File: src/rtl/sa_cache_pkg.sv
// Shared types and width helpers for the set-associative cache controller.
// Optional statistics counters are enabled with the CACHE_STATS_EN macro (see sa_cache_ctrl).
package sa_cache_pkg;

  // Default geometry; the top-level parameters start from these values.
  localparam int ADDR_W_DEF     = 12;
  localparam int WORD_W_DEF     = 32;
  localparam int SETS_DEF       = 8;
  localparam int WAYS_DEF       = 4;
  localparam int LINE_WORDS_DEF = 4;

  // Address field widths derived from the geometry: addr = {tag, index, offset}.
  function automatic int ofs_w(input int line_words);
    return $clog2(line_words);
  endfunction

  function automatic int idx_w(input int sets);
    return $clog2(sets);
  endfunction

  function automatic int tag_w(input int addr_w, input int sets, input int line_words);
    return addr_w - idx_w(sets) - ofs_w(line_words);
  endfunction

  localparam int TAG_W_DEF = tag_w(ADDR_W_DEF, SETS_DEF, LINE_WORDS_DEF);

  typedef enum logic [2:0] {
    IDLE,
    LOOKUP,
    WB,
    REFILL,
    RESP
  } state_e;

  // Per-way state bits kept beside each stored tag.
  typedef struct packed {
    logic valid;
    logic dirty;
  } tag_entry_t;

  // One full cache line at the default geometry, word 0 in the low bits.
  typedef logic [LINE_WORDS_DEF*WORD_W_DEF-1:0] line_t;

endpackage

File: src/rtl/sa_cache_victim_sel.sv
// Victim way choice: lowest-index invalid way, otherwise the set's round-robin pointer.
module sa_cache_victim_sel #(
  parameter int WAYS  = 4,
  parameter int WAY_W = $clog2(WAYS)
) (
  input  logic [WAYS-1:0]  valid_i,
  input  logic [WAY_W-1:0] rr_ptr_i,
  output logic [WAY_W-1:0] victim_o,
  output logic             victim_valid_o
);

  // Scan from the top way down so the lowest invalid way wins.
  always_comb begin
    // NOTE: every combinational output gets a default first, so no path can leave it unassigned and infer a latch.
    victim_o       = rr_ptr_i;
    victim_valid_o = 1'b1;
    for (int w = WAYS - 1; w >= 0; w--) begin
      if (!valid_i[w]) begin
        victim_o       = WAY_W'(w);
        victim_valid_o = 1'b0;
      end
    end
  end

endmodule

File: src/rtl/sa_cache_ctrl.sv
// N-way set-associative, write-back, write-allocate cache controller.
// Define CACHE_STATS_EN to add saturating hit/miss/write-back counters and their ports.
module sa_cache_ctrl
  import sa_cache_pkg::*;
#(
  parameter int ADDR_W     = ADDR_W_DEF,
  parameter int WORD_W     = WORD_W_DEF,
  parameter int SETS       = SETS_DEF,
  parameter int WAYS       = WAYS_DEF,
  parameter int LINE_WORDS = LINE_WORDS_DEF
) (
  input  logic                         clk,
  input  logic                         rst_n,
  input  logic                         cpu_req_valid,
  output logic                         cpu_req_ready,
  input  logic                         cpu_req_we,
  input  logic [ADDR_W-1:0]            cpu_req_addr,
  input  logic [WORD_W-1:0]            cpu_req_wdata,
  output logic                         cpu_resp_valid,
  output logic [WORD_W-1:0]            cpu_resp_rdata,
  output logic                         cpu_resp_hit,
  output logic                         mem_req,
  output logic                         mem_we,
  output logic [ADDR_W-ofs_w(LINE_WORDS)-1:0] mem_addr,
  output logic [LINE_WORDS*WORD_W-1:0] mem_wdata,
  input  logic                         mem_ready,
  input  logic [LINE_WORDS*WORD_W-1:0] mem_rdata
`ifdef CACHE_STATS_EN
  ,
  output logic [31:0]                  stat_hits,
  output logic [31:0]                  stat_misses,
  output logic [31:0]                  stat_wbacks
`endif
);

  localparam int OFS_W  = ofs_w(LINE_WORDS);
  localparam int IDX_W  = idx_w(SETS);
  localparam int TAG_W  = tag_w(ADDR_W, SETS, LINE_WORDS);
  localparam int WAY_W  = $clog2(WAYS);
  localparam int LINE_W = LINE_WORDS * WORD_W;

  state_e              state_q, state_d;
  logic                req_we_q, req_we_d;
  logic [ADDR_W-1:0]   req_addr_q, req_addr_d;
  logic [WORD_W-1:0]   req_wdata_q, req_wdata_d;
  logic [WAY_W-1:0]    way_q, way_d;
  logic                hit_q, hit_d;
  logic [WORD_W-1:0]   rdata_q, rdata_d;
  logic                resp_valid_q, resp_valid_d;
  tag_entry_t          status_q [SETS][WAYS];
  tag_entry_t          status_d [SETS][WAYS];
  logic [WAY_W-1:0]    rr_q [SETS];
  logic [WAY_W-1:0]    rr_d [SETS];

  logic [TAG_W-1:0]    tag_mem  [SETS][WAYS];
  logic [LINE_W-1:0]   data_mem [SETS][WAYS];
  logic                tag_we, line_we;
  logic [LINE_W-1:0]   line_wdata;

  logic [IDX_W-1:0]    req_idx;
  logic [TAG_W-1:0]    req_tag;
  logic [OFS_W-1:0]    req_ofs;
  logic [LINE_W-1:0]   line_cur;
  logic [WAYS-1:0]     set_valid;
  logic                hit_any;
  logic [WAY_W-1:0]    hit_way;
  logic [WAY_W-1:0]    victim_way;
  logic                victim_valid;
  logic                need_wb;

  assign req_ofs  = req_addr_q[OFS_W-1:0];
  assign req_idx  = req_addr_q[OFS_W +: IDX_W];
  assign req_tag  = req_addr_q[ADDR_W-1 -: TAG_W];
  assign line_cur = data_mem[req_idx][way_q];

  // Tag compare across the addressed set; at most one way can match.
  always_comb begin
    hit_any   = 1'b0;
    hit_way   = '0;
    set_valid = '0;
    for (int w = 0; w < WAYS; w++) begin
      set_valid[w] = status_q[req_idx][w].valid;
      if (status_q[req_idx][w].valid && (tag_mem[req_idx][w] == req_tag)) begin
        hit_any = 1'b1;
        hit_way = WAY_W'(w);
      end
    end
  end

  sa_cache_victim_sel #(
    .WAYS (WAYS)
  ) u_victim_sel (
    .valid_i        (set_valid),
    .rr_ptr_i       (rr_q[req_idx]),
    .victim_o       (victim_way),
    .victim_valid_o (victim_valid)
  );

  assign need_wb = victim_valid && status_q[req_idx][victim_way].dirty;

  // Next-state, request capture and array-update decisions.
  always_comb begin
    // NOTE: combinational logic uses blocking '=' so later statements see earlier updates within the block.
    state_d      = state_q;
    req_we_d     = req_we_q;
    req_addr_d   = req_addr_q;
    req_wdata_d  = req_wdata_q;
    way_d        = way_q;
    hit_d        = hit_q;
    rdata_d      = rdata_q;
    resp_valid_d = 1'b0;
    status_d     = status_q;
    rr_d         = rr_q;
    tag_we       = 1'b0;
    line_we      = 1'b0;
    line_wdata   = line_cur;
    unique case (state_q)
      IDLE: begin
        if (cpu_req_valid) begin
          req_we_d    = cpu_req_we;
          req_addr_d  = cpu_req_addr;
          req_wdata_d = cpu_req_wdata;
          state_d     = LOOKUP;
        end
      end
      LOOKUP: begin
        hit_d = hit_any;
        if (hit_any) begin
          way_d   = hit_way;
          state_d = RESP;
        end else begin
          way_d = victim_way;
          if (victim_valid) rr_d[req_idx] = rr_q[req_idx] + WAY_W'(1);
          state_d = need_wb ? WB : REFILL;
        end
      end
      WB: begin
        if (mem_ready) state_d = REFILL;
      end
      REFILL: begin
        if (mem_ready) begin
          tag_we     = 1'b1;
          line_we    = 1'b1;
          line_wdata = mem_rdata;
          status_d[req_idx][way_q] = '{valid: 1'b1, dirty: 1'b0};
          state_d    = RESP;
        end
      end
      RESP: begin
        if (req_we_q) begin
          line_we = 1'b1;
          line_wdata[req_ofs*WORD_W +: WORD_W] = req_wdata_q;
          status_d[req_idx][way_q].dirty = 1'b1;
        end else begin
          rdata_d = line_cur[req_ofs*WORD_W +: WORD_W];
        end
        resp_valid_d = 1'b1;
        state_d      = IDLE;
      end
      default: state_d = IDLE;
    endcase
  end

  // Control state with synchronous active-low reset.
  always_ff @(posedge clk) begin
    // NOTE: sequential state uses non-blocking '<=' so every flop samples pre-edge values.
    if (!rst_n) begin
      state_q      <= IDLE;
      req_we_q     <= 1'b0;
      req_addr_q   <= '0;
      req_wdata_q  <= '0;
      way_q        <= '0;
      hit_q        <= 1'b0;
      rdata_q      <= '0;
      resp_valid_q <= 1'b0;
      status_q     <= '{default: '0};
      rr_q         <= '{default: '0};
    end else begin
      state_q      <= state_d;
      req_we_q     <= req_we_d;
      req_addr_q   <= req_addr_d;
      req_wdata_q  <= req_wdata_d;
      way_q        <= way_d;
      hit_q        <= hit_d;
      rdata_q      <= rdata_d;
      resp_valid_q <= resp_valid_d;
      status_q     <= status_d;
      rr_q         <= rr_d;
    end
  end

  // Tag and data storage writes.
  always_ff @(posedge clk) begin
    // NOTE: tag/data arrays carry no reset; the cleared valid bits make their contents irrelevant.
    if (tag_we)  tag_mem[req_idx][way_q]  <= req_tag;
    if (line_we) data_mem[req_idx][way_q] <= line_wdata;
  end

  assign cpu_req_ready  = (state_q == IDLE);
  assign cpu_resp_valid = resp_valid_q;
  assign cpu_resp_rdata = rdata_q;
  assign cpu_resp_hit   = hit_q;
  assign mem_req        = (state_q == WB) || (state_q == REFILL);
  assign mem_we         = (state_q == WB);
  assign mem_addr       = (state_q == WB) ? {tag_mem[req_idx][way_q], req_idx}
                                          : {req_tag, req_idx};
  assign mem_wdata      = line_cur;

`ifdef CACHE_STATS_EN
  logic [31:0] hits_q, hits_d, misses_q, misses_d, wbacks_q, wbacks_d;

  // Saturating event counters updated on LOOKUP outcome.
  always_comb begin
    hits_d   = hits_q;
    misses_d = misses_q;
    wbacks_d = wbacks_q;
    if (state_q == LOOKUP) begin
      if (hit_any) begin
        if (hits_q != '1) hits_d = hits_q + 32'd1;
      end else begin
        if (misses_q != '1) misses_d = misses_q + 32'd1;
        if (need_wb && (wbacks_q != '1)) wbacks_d = wbacks_q + 32'd1;
      end
    end
  end

  // Counter registers.
  always_ff @(posedge clk) begin
    if (!rst_n) begin
      hits_q   <= '0;
      misses_q <= '0;
      wbacks_q <= '0;
    end else begin
      hits_q   <= hits_d;
      misses_q <= misses_d;
      wbacks_q <= wbacks_d;
    end
  end

  assign stat_hits   = hits_q;
  assign stat_misses = misses_q;
  assign stat_wbacks = wbacks_q;
`endif

endmodule

File: config.mk
export PLATFORM = sky130hd
export DESIGN_NAME = sa_cache_ctrl
export DESIGN_NICKNAME = d
export VERILOG_FILES = /design/src/rtl/sa_cache_pkg.sv /design/src/rtl/sa_cache_victim_sel.sv /design/src/rtl/sa_cache_ctrl.sv
export SDC_FILE = /design/constraint.sdc
export NUM_CORES = 2
export LEC_CHECK = 0
export ABC_CLOCK_PERIOD_IN_PS = 23400
export BUFFER_PORTS_ARGS = -buffer_cell sky130_fd_sc_hd__buf_4
export CAP_MARGIN = 5
export CORE_MARGIN = 2
export CORE_UTILIZATION = 25
export CTS_CLUSTER_SIZE = 10
export DETAILED_ROUTE_END_ITERATION = 10
export PLACE_DENSITY = 0.47
export SLEW_MARGIN = 15
export SYNTH_ARGS = -nofsm -noshare
export SYNTH_HDL_FRONTEND = slang
export SYNTH_HIERARCHICAL = 1
export SYNTH_MEMORY_MAX_BITS = 65536
export SYNTH_SLANG_ARGS = --single-unit
File: constraint.sdc
create_clock -name clk -period 23.4 [get_ports clk]
set_clock_uncertainty 0.2 [all_clocks]
set_input_delay 4.68 -clock clk [delete_from_list [all_inputs] [get_ports clk]]
set_output_delay 4.68 -clock clk [all_outputs]
set_load 0.005 [all_outputs]
==> flow_summary.toml <==
[outcome]
status = "completed"

[synthesis]
synth_edf_count = 4320
syn-instance-count = 8074
synth_top_area_cell = "edfxtp_1"
async_flop_share_pct = 0
synth_top_family_by_area = "multiplexers"
yosysWarnings = 6
synth_area_per_cell_um2 = 21.6
syn_nets = 8256
ys.flop_type = "edfxtp_1"
synthTopCellsByArea = "edfxtp_1, mux4_2, mux2i_1"
synthAdderAreaFrac_pct = 0.0359
synthSimpleGateAreaFrac_pct = 1.14
synthXorXnorAreaFrac_pct = 0.126
yosys.area.top_type_share_pct = 74.5
ys_ff_latch = 4487
synth_compound_area_share_pct = 2.97
ys_types = 66
synth_seq_area_share_pct = 76.4
synthMuxAreaShare_pct = 17.7
syn_area_um2 = 174000

[hold_path]
min_path_cells = 1
hold_class = "reg -> reg"
min_to = "status_q[59]"
holdCritStartpoint = "status_q[59]"

[routing]
wl_per_cell_um = 33.4
viasPerCell = 4.93
wl_met1_um = 247000
wl_met2_um = 302000
drcViolationCount = 0
drt_iter0_drc = 10400
dr.pass1.iters = 5
vias = 90400
top_layer_used = "met5"
wirelength_um = 613000
final_antenna_net_count = 0
wl_met3_um = 39100

[critical_path]
crit_required_ns = 18.52
arrival_ns = 7.54
path_class = "reg -> out"
cp-end-kind = "output port"
r2r_setup_slack_ns = 16.21
crit_fanout = 101
reg2reg_to = "data_mem[0][285]"
reg2regPathDepth = 11
critPathLaunchType = "flop"

[global_routing]
grt_max_degree = 144
grt_pass1_wl_um = 819000
grt_usage_pct = 16.9
antenna_found_initial = 61
grt_pass1_vias = 92700
grt_overflow = 0

[cts]
clkLatencyLatePin_ns = 1.08
cts_root_buffer = "clkbuf_16"
numCtsBuffers = 529
clk_pin_slew_worst_paths_ns = 0.06
htreeDepth = 6
clock_sinks = 4487
clockBufferDepth = 4
cts_tree = "yes"
cts_resized = 0
post_cts_buffers = 0
ctsHoldBuffers = 0

[sta]
layout_setup_ws_ns = 10.98
fin_setup_tns_ns = 0
finalCriticalPeriod_ns = 12.42
fmax_mhz = 80.5
setup_viol = 0
relSlewSlack_pct = 12.5
maxSlewViolCount = 0
tightest_slew_ns = 1.31
hold_viol = 0
rsz0062_at_grt = "false"
timing.final.crit_share_pct = 53.1

[layout]
fillCellCount = 67100
syn_to_final_growth_pct = 17.8
final_nets = 9053
layout-drive-gt1-share_pct = 28.9
stdcell_area_um2 = 205000
multi_input_area_um2 = 38900
regArea_um2 = 133000
fin_util_pct = 29.6

[placement]
gp_congestion = 0.777
postPlaceCellArea_um2 = 190000
place_hpwl_um = 340000
port_buffers = 351
dp_slack_ns = 11.86

[die]
core_area_um2 = 694000
fp.dieArea_um2 = 703000
die_h_um = 839
initial_core_util_pct = 25.1
io_pins = 352
rows = 306
fp.dieW_um = 839

[run]
drv_cap = 0

[pwr]
p_leak_nw = 61.8
power.density_nw_per_um2 = 119
peakVddDrop_uv = 94.0
## area by class of cell
| cell class | count | share of cell area, % |
|---|---|---|
| Clock inverter | 66 | 0.490 |
| Inverter | 138 | 0.252 |
| Timing Repair Buffer | 749 | 2.97 |
| Sequential cell | 4487 | 64.8 |
| Clock buffer | 663 | 6.84 |
| Multi-Input combinational cell | 2966 | 18.9 |
| Tap cell | 9240 | 5.63 |
| Antenna cell | 30 | 0.0366 |
## where the power goes
part | total (W) | internal (W) | switching, W
combinational | 0.00608 | 0.00172 | 0.00436
clock | 0.00745 | 0.00421 | 0.00324
sequential | 0.0109 | 0.0108 | 0.0000755
## kinds of logic after synthesis
kind of cell | after synthesis
XOR/XNOR | 25
buffers and inverters | 621
AND/OR/NAND/NOR | 457
flip-flops | 4487
AO/OA/AOI/OAI | 782
adder cells (fa/ha/maj) | 5
multiplexers | 1697
## state kept, by name (all words and copies together), names as in the netlist, 2 cells and up, named ones only
name	count
tag_mem	224
way_q	2
state_q	3
data_mem	4096
cpu_resp_rdata	32
req_wdata_q	32
rr_q	16
req_addr_q	12
status_q	64
## critical path: stages, from the launching register on
cell and delay (ns):
dfxtp_4 0.70, buf_4 0.79, buf_12 0.56, buf_12 0.64
buf_4 0.69, buf_4 0.93, mux4_2 0.62, mux2i_1 0.15
o22ai_1 0.10, nor2_1 0.54, inv_1 0.13, buf_4 0.17
## Yosys cell counts (3+ instances only)
cell / instances
ha_1: 5
dfxtp_1: 167
mux4_2: 1088
mux2_2: 13
a2bb2oi_1: 3
o22ai_1: 261
nand4_1: 8
nand2b_1: 5
mux4_1: 8
buf_1: 17
clkbuf_1: 157
xnor2_1: 8
nand4_2: 7
o221a_2: 32
and3_1: 6
a22oi_1: 151
o21a_1: 33
nor2b_1: 13
inv_1: 138
nor2_1: 213
o211ai_1: 5
a21boi_0: 46
nand3b_1: 3
o21ai_0: 179
a21oi_1: 39
nor3_1: 8
and2_1: 6
buf_6: 9
edfxtp_1: 4320
mux2i_1: 587
nand2_1: 161
buf_4: 50
a31oi_1: 4
a22o_1: 5
xor2_1: 17
a221oi_1: 7
or2_2: 3
nand3_1: 10
buf_2: 248
## cell usage in the layout, fill, tap and decap left out, types with 8 or more instances in the layout
| cell | count |
|---|---|
| nor3_1 | 8 |
| clkinv_8 | 16 |
| edfxtp_1 | 4320 |
| a21boi_0 | 46 |
| nand3_1 | 10 |
| mux4_2 | 1088 |
| nor2b_1 | 12 |
| nand2_1 | 154 |
| mux2i_1 | 587 |
| o21ai_4 | 18 |
| dfxtp_1 | 156 |
| xnor2_1 | 8 |
| diode_2 | 30 |
| xor2_1 | 17 |
| buf_12 | 36 |
| inv_6 | 11 |
| clkinv_1 | 11 |
| nor2_1 | 162 |
| o21ai_0 | 51 |
| o21a_1 | 33 |
| clkbuf_1 | 118 |
| mux2_2 | 13 |
| nand4_1 | 8 |
| nor2_2 | 18 |
| clkbuf_16 | 541 |
| nor2_4 | 33 |
| o221a_2 | 32 |
| buf_4 | 709 |
| o22ai_1 | 261 |
| inv_16 | 11 |
| o21ai_1 | 89 |
| a21oi_1 | 39 |
| a22oi_1 | 148 |
| o21ai_2 | 21 |
| inv_1 | 138 |
| mux4_1 | 8 |
| clkinv_16 | 12 |
## how the worst max path moves through the flow
stage	startpoint	to	slack [ns]	cells after the start
finish	flop	mem_wdata[91]	10.98	11
global route	flop	mem_wdata[91]	10.28	11
CTS	flop	mem_wdata[92]	10.67	11
detailed placement	flop	mem_wdata[92]	11.86	11
global placement	flop	mem_wdata[92]	11.78	11
floorplan	mem_ready	status_q[16]	11.62	5
## metrics by stage
step	hold slack, ns	cells	total power (W)
floorplan	0.232	8074	0.0140
global placement	0.239	17600	0.0170
detailed placement	0.246	17600	0.0172
CTS	0.258	18300	0.0246
global route	0.274	18300	0.0253
finish	0.256	18300	0.0244
## layer usage
layer	GRT usage, %	up-vias
met5	0	-
met4	6.23	16
met3	2.67	846
met2	28.6	3677
met1	21.8	50400
li1	-	35400
Note: power is estimated with default switching activity, not from simulation.
